`config.mk`:
```
export PLATFORM = sky130hd
export DESIGN_NAME = byte_serializer_flat
export DESIGN_NICKNAME = d
export VERILOG_FILES = /design/src/rtl/serial_pkg.sv /design/src/rtl/byte_serializer_if.sv /design/src/rtl/byte_serializer_bit_timer.sv /design/src/rtl/byte_serializer.sv /design/src/flat_wrapper.sv
export SDC_FILE = /design/constraint.sdc
export NUM_CORES = 1
export LEC_CHECK = 0
export BUFFER_PORTS_ARGS = -buffer_cell sky130_fd_sc_hd__buf_4
export CORE_AREA = 2 2 46 48
export DETAILED_ROUTE_END_ITERATION = 10
export DIE_AREA = 0 0 48 50
export PLACE_DENSITY = 0.78
export SYNTH_ARGS = -nofsm -noshare
export SYNTH_HDL_FRONTEND = slang
export SYNTH_SLANG_ARGS = --single-unit
```
`constraint.sdc`:
```
create_clock -name clk -period 5.6 [get_ports clk]
set_input_delay 0.84 -clock clk [delete_from_list [all_inputs] [get_ports clk]]
set_output_delay 0.84 -clock clk [all_outputs]
set_load 0.05 [all_outputs]
```
`src/rtl/serial_pkg.sv`:
```
// Shared types for the byte serializer: frame FSM state encoding and
// small elaboration-time helpers.
package serial_pkg;

    localparam int STATE_W = 2;

    typedef enum logic [STATE_W-1:0] {
        IDLE  = 2'd0,
        START = 2'd1,
        DATA  = 2'd2,
        STOP  = 2'd3
    } state_t;

    // Counter width that still yields a 1-bit vector when only one value exists.
    function automatic int cnt_w(input int n);
        return (n > 1) ? $clog2(n) : 1;
    endfunction

endpackage

```
`src/rtl/byte_serializer_if.sv`:
```
// Upstream byte handshake plus serial-line status, bundled for the serializer.
interface byte_serializer_if #(
    parameter int DATA_W = 8
);
    logic [DATA_W-1:0] in_data;
    logic              in_valid;
    logic              in_ready;
    logic              tx;
    logic              busy;
    logic              done;

    modport master (
        output in_data, in_valid,
        input  in_ready, tx, busy, done
    );

    modport slave (
        input  in_data, in_valid,
        output in_ready, tx, busy, done
    );
endinterface

```
`src/rtl/byte_serializer_bit_timer.sv`:
```
// Bit-period divider: counts 0..CLKS_PER_BIT-1 while enabled and flags the
// last cycle of each period; clear restarts the period from zero.
module bit_timer
    import serial_pkg::*;
#(
    parameter int CLKS_PER_BIT = 4
) (
    input  logic clk,
    input  logic rst,
    input  logic clear,
    input  logic en,
    output logic expire
);
    localparam int             CW   = cnt_w(CLKS_PER_BIT);
    localparam logic [CW-1:0]  LAST = CW'(CLKS_PER_BIT - 1);

    logic [CW-1:0] cnt;

    assign expire = en && !clear && (cnt == LAST);

    always_ff @(posedge clk or posedge rst) begin
        if (rst) begin
            cnt <= '0;
        end else if (clear || expire) begin
            cnt <= '0;
        end else if (en) begin
            cnt <= cnt + 1'b1;
        end
    end
endmodule

```
`src/rtl/byte_serializer.sv`:
```
// Byte-to-serial framer: start bit, DATA_W data bits LSB first, stop bit,
// each bit held CLKS_PER_BIT clocks; all outputs come straight from flops.
module byte_serializer
    import serial_pkg::*;
#(
    parameter int CLKS_PER_BIT = 4,
    parameter int DATA_W       = 8
) (
    input  logic              clk,
    input  logic              rst,
    byte_serializer_if.slave  bus
);
    localparam int               IDX_W    = cnt_w(DATA_W);
    localparam logic [IDX_W-1:0] LAST_IDX = IDX_W'(DATA_W - 1);

    state_t            state;
    logic [DATA_W-1:0] shreg;
    logic [IDX_W-1:0]  bit_idx;
    logic              accept;
    logic              expire;

    // in_ready is only ever high in IDLE, so it alone qualifies the accept.
    assign accept = (state == IDLE) && bus.in_valid && bus.in_ready;

    bit_timer #(
        .CLKS_PER_BIT(CLKS_PER_BIT)
    ) u_bit_timer (
        .clk    (clk),
        .rst    (rst),
        .clear  (accept),
        .en     (state != IDLE),
        .expire (expire)
    );

    always_ff @(posedge clk or posedge rst) begin
        if (rst) begin
            state        <= IDLE;
            shreg        <= '0;
            bit_idx      <= '0;
            bus.tx       <= 1'b1;
            bus.busy     <= 1'b0;
            bus.done     <= 1'b0;
            bus.in_ready <= 1'b0;
        end else begin
            bus.done <= 1'b0;
            case (state)
                IDLE: begin
                    bus.in_ready <= 1'b1;
                    if (accept) begin
                        shreg        <= bus.in_data;
                        state        <= START;
                        bus.tx       <= 1'b0;
                        bus.busy     <= 1'b1;
                        bus.in_ready <= 1'b0;
                    end
                end
                START: begin
                    if (expire) begin
                        state   <= DATA;
                        bus.tx  <= shreg[0];
                        shreg   <= shreg >> 1;
                        bit_idx <= '0;
                    end
                end
                DATA: begin
                    if (expire) begin
                        if (bit_idx == LAST_IDX) begin
                            state  <= STOP;
                            bus.tx <= 1'b1;
                        end else begin
                            bit_idx <= bit_idx + 1'b1;
                            bus.tx  <= shreg[0];
                            shreg   <= shreg >> 1;
                        end
                    end
                end
                STOP: begin
                    // The done cycle doubles as the first accept opportunity.
                    if (expire) begin
                        state        <= IDLE;
                        bit_idx      <= '0;
                        bus.busy     <= 1'b0;
                        bus.done     <= 1'b1;
                        bus.in_ready <= 1'b1;
                    end
                end
                default: state <= IDLE;
            endcase
        end
    end
endmodule

```
`src/flat_wrapper.sv`:
```
// flat-port wrapper written by rule: the top's interface ports become plain ports
module byte_serializer_flat import serial_pkg::*;
#(
    parameter int CLKS_PER_BIT = 4,
    parameter int DATA_W       = 8
)
  (clk, rst, bus_in_data, bus_in_valid, bus_in_ready, bus_tx, bus_busy, bus_done);
  byte_serializer_if #(.DATA_W(DATA_W)) bus_i ();
  input  logic clk;
  input  logic rst;
  input wire logic [$bits(bus_i.in_data)-1:0] bus_in_data;
  input wire logic [$bits(bus_i.in_valid)-1:0] bus_in_valid;
  output wire logic [$bits(bus_i.in_ready)-1:0] bus_in_ready;
  output wire logic [$bits(bus_i.tx)-1:0] bus_tx;
  output wire logic [$bits(bus_i.busy)-1:0] bus_busy;
  output wire logic [$bits(bus_i.done)-1:0] bus_done;
  assign bus_i.in_data = bus_in_data;
  assign bus_i.in_valid = bus_in_valid;
  assign bus_in_ready = bus_i.in_ready;
  assign bus_tx = bus_i.tx;
  assign bus_busy = bus_i.busy;
  assign bus_done = bus_i.done;
  byte_serializer #(.CLKS_PER_BIT(CLKS_PER_BIT), .DATA_W(DATA_W)) u_core (.clk(clk), .rst(rst), .bus(bus_i));
endmodule
```
==> impl_results.md, run 1 <==
- Largest net degree at the start of global routing: 20
- Core Area: 1902 sq um
- Hold_buf cts: 0
- Worst-Skew Late Latency: 0.30 ns
- Cells after synthesis: 85
- Synth unique cells: 32
- Max rail drop VDD: 0.3516 mV
- Area contributors post-synth: dfrtp_1 43%, mux2_2 18%, ha_1 9.5%, a2111oi_4 2.6%, dfstp_2 2.5%
- Power Internal: 453.6 uW
- Worst slew pin tran: 0.6991 ns
- Clock sink count: 19
- CP Launch Type: flop
- Final Hold Fails: 0
- Maxcap violations: 0
- Ys flop type: dfrtp_1
- First DRT Iteration DRCs: 7
- IO Count: 15
- RePlAce Congestion: 0.7499
- Initial antenna violation count: 0
- Routing usage on met1: 23.67%
- Max transition margin: 53.34%
- Post-synthesis sequential area ratio: 45.20%
- #FFs+latches synth: 19
- Clock Tree Root: clkbuf_4
- Hold path startpoint: u_core.u_bit_timer.cnt[0]
- Number of synthesized flops with an enable pin: 0
- Antenna-violating nets left: 0
- Die area: 2400 sq um
- Ys async rst share: 100.0%
- Crit-path cells: inv_1, ha_1, or2_4, a2111oi_4, mux2_2
- Routed len/inst: 14.14 um
- CTS tree: built
- Area of the mapped netlist: 1055 sq um
- Top achievable clock speed: 0.4617 GHz
- Final period util: 38.68%
- CP Class: flop to flop
- Die width: 48 um
- Layout Utilization: 63.36%
- Flop pwr share: 30.7%
- Setup Buffers After CTS: 0
- Die Y: 50 um
- Vias in the first global route: 696
- H-Tree Depth: 1
- Ant. Diodes: 0
- Pwr dens: 607.7 nW/um^2
- NetSw: 278.6 uW
- Most frequent cell after synthesis: dfrtp_1
- DR DRC count: 0
- Final setup fails: 0
- Reg-to-reg startpoint: u_core.state[0]
- Yosys top cell by area: dfrtp_1
- Total CTS buffers: 3
- Clock Path Buffers: 2
- Yosys warnings: 0
- Slowest stage cell, crit path: a2111oi_4
- Mean post-synth cell area: 12.41 sq um
- Vias/cell: 5.346
- Final HPWL DP: 1.277 mm
- Grt met2 use: 28.67%
- Worst Skew: 0.002998 ns
- Pleak: 0.0005629 uW
- RSZ-0062 raised after global routing: false
- HP Class: flop to flop
- Initial Util: 55.46%
- Max FO, Critical Path: 8
- Total global routing overflow: 0
- Crit-path max cell delay: 0.62 ns
- Nets@finish: 120
- Clock transition at path regs: 0.11 ns
- Worst endpoint required time: 5.80 ns
- Final wirelength: 1.796 mm
- Worst Setup End Kind: flop
- Commonest cells post-synth: 18 x dfrtp_1, 17 x mux2_2, 8 x ha_1
- Logic gate share of total power: 59.6%
- Post-CTS sizing: 0
- Setup TNS Final: 0 ns
- Worst setup path startpoint: u_core.state[0]
- Sw Share: 38.04%
- Max-slew violations: 0
- PortBufs: 14
- First-pass DRT Iterations: 3
- Share of the synthesized area in the top cell type: 42.70%
- Via count: 679
- Clock share of power: 9.6%
- P&R area growth vs syn: 14.24%
- Crit path DAT: 2.36 ns
- Layout cells sized above 1: 38.00%
- Number of core rows: 16
- Met3 Track Usage GR: 3.297%
- Status: finished, final reports clean
- Global-route wire length before repair: 3.111 mm
- Total track usage: 18.50%
- Fin crit period: 2.166 ns
- Fillers: 166
- GR peak layer: met2
- Synthesized Nets: 104
-- flip-flops by register name (all words and copies together) (netlist names) --
name,flops
u_core.state,2
u_core.bus.tx,1
u_core.bus.done,1
u_core.bit_idx,3
u_core.bus.in_ready,1
u_core.u_bit_timer.cnt,2
u_core.bus.busy,1
u_core.shreg,8
-- layer usage --
layer,vias to the layer above,wire length (um),part of all wire (%)
li1,337,-,-
met5,-,0,0
met2,10,900,50
met4,0,47,2.6
met3,5,43,2.4
met1,327,804,45
-- power by group through the flow --
stage	Combinational [uW]	Sequential [uW]	Clock [uW]
2_1_floorplan	351	239	0
3_3_place_gp	424	225	0
3_5_place_dp	440	228	0
4_1_cts	445	225	72.6
5_1_grt	479	231	80.1
6_report	437	225	70.5
-- final timing paths --
| path | end | slack [ns] | cells after the start |
|---|---|---|---|
| worst min-delay path | u_core.u_bit_timer.cnt[0] | 0.51 | 1 |
| worst min register to register | u_core.u_bit_timer.cnt[0] | 0.51 | 1 |
| worst max-delay path | u_core.shreg[6] | 3.43 | 5 |
| min in group asynchronous | u_core.u_bit_timer.cnt[1] | 0.64 | 2 |
| max in group asynchronous | u_core.bit_idx[1] | 4.52 | 2 |
| worst max register to register | u_core.shreg[6] | 3.43 | 5 |
-- worst max-delay path, delay by kind of cell (launching register included) --
family	cells	cell delay, ns
AOI/OAI and AO/OA	1	0.62
adders and majority gates	1	0.26
buffers and inverters	1	0.10
DFF	1	0.41
muxes	1	0.40
and+or+nand+nor	1	0.27
-- metrics by stage --
stage | power, uW | area, sq um | hold WS (ns) | setup slack, ns | instances
3_5_place_dp | 668.1 | 1179 | 0.4909 | 3.420 | 123
4_1_cts | 742.9 | 1205 | 0.5037 | 3.406 | 127
2_1_floorplan | 589.9 | 1055 | 0.4630 | 3.609 | 85
3_3_place_gp | 649.2 | 1179 | 0.4860 | 3.462 | 123
5_1_grt | 790.4 | 1205 | 0.5365 | 3.293 | 127
6_report | 732.2 | 1205 | 0.5065 | 3.434 | 127
-- placed cells by master, fill, tap and decap left out, types with 3 or more instances in the layout --
master    synthesis  layout
o21ai_0           4       4
buf_4             1      14
dfrtp_1          18      18
ha_1              8       8
mux2_2           17      17
inv_1             3       3
nor2_1            3       3
clkbuf_4          0       3
-- logic make-up (layout without fill, tap and decap cells) --
family | Yosys count | count (layout) | synth area share [%]
flip-flops | 19 | 19 | 45.20
AND/OR/NAND/NOR | 18 | 18 | 10.91
AO/OA/AOI/OAI | 17 | 17 | 13.76
multiplexers | 17 | 17 | 18.15
adder cells (fa/ha/maj) | 8 | 8 | 9.490
buffers and inverters | 6 | 21 | 2.492
-- cell type report --
cell class,instances,area (sq um),area share [%]
flip-flops and latches,19,476.7,39.56
clock buffers,4,26.28,2.181
well taps,27,33.78,2.804
inverters,3,11.26,0.9346
multi-input cells,60,551.8,45.79
repair buffers,14,105.1,8.723
Note: power is estimated with default switching activity, not from simulation.
==> run 2: changes to the inputs <==
--- a/config.mk
+++ b/config.mk
@@ -5,11 +5,12 @@
 export SDC_FILE = /design/constraint.sdc
 export NUM_CORES = 1
 export LEC_CHECK = 0
+export ABC_AREA = 1
 export BUFFER_PORTS_ARGS = -buffer_cell sky130_fd_sc_hd__buf_4
-export CORE_AREA = 2 2 46 48
+export CORE_AREA = 2 2 51 53
 export DETAILED_ROUTE_END_ITERATION = 10
-export DIE_AREA = 0 0 48 50
-export PLACE_DENSITY = 0.78
+export DIE_AREA = 0 0 53 55
+export PLACE_DENSITY = 0.7
 export SYNTH_ARGS = -nofsm -noshare
 export SYNTH_HDL_FRONTEND = slang
 export SYNTH_SLANG_ARGS = --single-unit
==> constraint.sdc (replaced) <==
create_clock -name clk -period 1.85 [get_ports clk]
set_input_delay 0.2775 -clock clk [delete_from_list [all_inputs] [get_ports clk]]
set_output_delay 0.2775 -clock clk [all_outputs]
set_load 0.05 [all_outputs]
==> impl_results.md, run 2 <==
- Max-slew violations: 0 (unchanged)
- Delay-heaviest family, CP: adder cells
- WP buf/inv: 2 (+1)
- Initial antenna violation count: 0 (unchanged)
- CTS tree: built
- Via count: 859 (+27%)
- Synthesized Nets: 145 (+39%)
- CP most frequent cell: inv_1
- Layout cells sized above 1: 31.21% (-6.8 points)
- Largest net degree at the start of global routing: 20 (unchanged)
- Area of placed instances: 1225 sq um (+3.9%)
- Slowest stage cell, crit path: ha_2
- Mean post-synth cell area: 8.808 sq um (-29%)
- First-pass DRT Iterations: 4 (+1)
- Clock transition at path regs: 0.11 ns (about the same)
- Power Internal: 1221 uW (+170%)
- Commonest cells post-synth: 27 x nand2_1, 18 x dfrtp_1, 16 x o21ai_0
- Top sig layer: met4
- WL met3: 74 um (+72%)
- H-Tree Depth: 1 (unchanged)
- Synth unique cells: 20 (-38%)
- Total track usage: 16.11% (-2.4 points)
- Global-route wire length before repair: 3.443 mm (+11%)
- Post-place setup slack: 0.1606 ns (-3.259 ns)
- Share of the synthesized area in the top cell type: 40.59% (-2.1 points)
- Commonest non-fill, non-tap cell in the layout: nand2_1
- Sw Share: 48.58% (+11 points)
- Clock sink count: 19 (unchanged)
- Yosys warnings: 0 (unchanged)
- Crit-path max cell delay: 0.43 ns (-0.19 ns)
- Ys async rst share: 100.0% (unchanged)
- Crit path DAT: 1.79 ns (-0.57 ns)
- Top Registers: u_core.shreg (8), u_core.bit_idx (3)
- Number of core rows: 18 (+2)
- Worst slew pin tran: 0.7323 ns (+0.03322 ns)
- Area contributors post-synth: dfrtp_1 41%, nand2_1 9.1%, ha_1 9.0%, o21ai_0 7.2%, o21ai_2 6.3%
- Clock Path Buffers: 2 (unchanged)
- Ant. Diodes: 0 (unchanged)
- Fin area: 1255 sq um (+4.2%)
- Crit-path cells: inv_1, ha_2, inv_1, o21ai_0, o21ai_2
- Final HPWL DP: 1.478 mm (+16%)
- Yosys top cell by area: dfrtp_1
- CP Launch Type: flop
- PnR worst setup slack: 0.2516 ns (-3.182 ns)
- Largest Register: u_core.shreg
- Final Hold Fails: 0 (unchanged)
- Die Y: 55 um (+10%)
- RePlAce Congestion: 0.8065 (+7.5%)
- Max transition margin: 51.13% (-2.2 points)
- Flop pwr share: 30.3% (-0.4 points)
- Reg2reg setup slack: 0.25 ns (-3.18 ns)
- Nets@finish: 161 (+34%)
- Antenna-violating nets left: 0 (unchanged)
- Clock share of power: 9.0% (-0.6 points)
- Worst Setup End Kind: flop
- CP Class: flop to flop
- Number of synthesized flops with an enable pin: 0 (unchanged)
- Fin crit period: 1.598 ns (-0.5676 ns)
- Worst-Skew Late Latency: 0.29 ns (about the same)
- Ys flop type: dfrtp_1
- RSZ-0062 raised after global routing: false
- Max FO, Critical Path: 11 (+3)
- Status: finished, final reports clean
- Initial Util: 46.93% (-8.5 points)
- Max reg flops: 8 (unchanged)
- PortBufs: 14 (unchanged)
- P&R area growth vs syn: 13.08%
- Final wirelength: 1.935 mm (+7.7%)
- Total global routing overflow: 0 (unchanged)
- Most frequent cell after synthesis: nand2_1
- First DRT Iteration DRCs: 14 (+7)
- Maxcap violations: 0 (unchanged)
- Routed len/inst: 11.32 um (-20%)
- Die width: 53 um (+10%)
- DRT met1 WL: 876 um (+9.0%)
- Total CTS buffers: 3 (unchanged)
- Vias in the first global route: 844 (+21%)
- Die area: 2915 sq um (+21%)
- Top achievable clock speed: 0.6256 GHz (+36%)
- Area of the mapped netlist: 1110 sq um (+5.2%)
- Logic gate share of total power: 60.7% (+1.1 points)
- HP Class: input port to asynchronous set/reset pin
- Cells after synthesis: 126 (+48%)
- Final setup fails: 0 (unchanged)
- IO Count: 15 (unchanged)
- DR DRC count: 0 (unchanged)
- Routed length on met2: 971 um (+7.9%)
- Pwr dens: 1893 nW/um^2 (+210%)
- NetSw: 1154 uW (+310%)
- Setup TNS Final: 0 ns (unchanged)
- Core Area: 2365 sq um (+24%)
- Pleak: 0.0006316 uW (+12%)
- Max rail drop VDD: 1.047 mV (+200%)
- Worst Skew: 0.001733 ns (-0.001265 ns)
- Final period util: 86.40% (+48 points)
- Worst endpoint required time: 2.04 ns (-3.76 ns)
- Vias/cell: 5.023 (-6.0%)
- Post-synthesis sequential area ratio: 42.95% (-2.2 points)
- Hold_buf cts: 0 (unchanged)
- Clock Tree Root: clkbuf_4
- #FFs+latches synth: 19 (unchanged)
- Most frequent cells in the layout: 27 x nand2_1, 18 x dfrtp_1, 16 x o21ai_0
## run 2: changes by cell type after synthesis, moves of 3 or more
cell     change
mux2_2      -17
nand2_4      +3
o21ai_0     +12
nand2_1     +25
inv_1       +10
o21ai_2      +8
or2_2        +8
nand3_1      +8
## run 2: cell type report
type / instances / area (sq um)
fill: 224 / 1110
multi-input combinational: 90 / 555.5
sequential: 19 / 476.7
timing repair buffer: 14 / 105.1
inverter: 14 / 52.55
tap: 30 / 37.54
clock buffer: 3 / 22.52
clock inverter: 1 / 5.005
## run 2: layer usage
layer / track usage (%) / up-vias
met1: 18.75 / 402
li1: - / 436
met3: 2.419 / 2
met5: 0 / -
met4: 6.410 / 0
met2: 29.79 / 19
## run 2: power groups by stage
stage	sequential (uW)	combinational, uW	clock [uW]
6_report	719	1440	214
4_1_cts	720	1450	222
3_3_place_gp	722	1410	0
2_1_floorplan	806	1180	0
3_5_place_dp	726	1450	0
5_1_grt	741	1650	243
## run 2: timing repair
item | 4_1_cts | 5_1_grt
setup buffers | 0 | 0
resized for setup | 0 | 1
setup endpoints to repair | 0 | 5
## run 2: final timing paths
kind	depth (start not counted)	start	endpoint
setup / recovery	5	u_core.state[0]	u_core.shreg[6]
setup reg to reg	5	u_core.state[0]	u_core.shreg[6]
max in group asynchronous	2	rst	u_core.bit_idx[2]
hold / removal	2	rst	u_core.bus.busy
min in group clk	3	bus_in_data[7]	u_core.shreg[7]
hold reg to reg	2	u_core.shreg[4]	u_core.shreg[4]
## run 2: kinds of logic (layout without fill, tap and decap cells)
logic type	after synthesis	count (layout)	share of synthesized area [%]
buffers and inverters	17	32	7.216
AND/OR/NAND/NOR	57	57	26.83
flip-flops	19	19	42.95
AO/OA/AOI/OAI	25	25	13.98
adder cells (fa/ha/maj)	8	8	9.020
## run 2: per-stage QoR
stage                     std cells  total power (uW)  util [%]  hold WS [ns]
after detailed placement        167              2178     51.80        0.4501
after floorplan                 126              1981         -        0.2279
after global placement          167              2129     51.80        0.4459
after global routing            171              2634     53.07        0.1586
after CTS                       171              2393     52.96        0.1150
final                           171              2375     53.07       0.09378
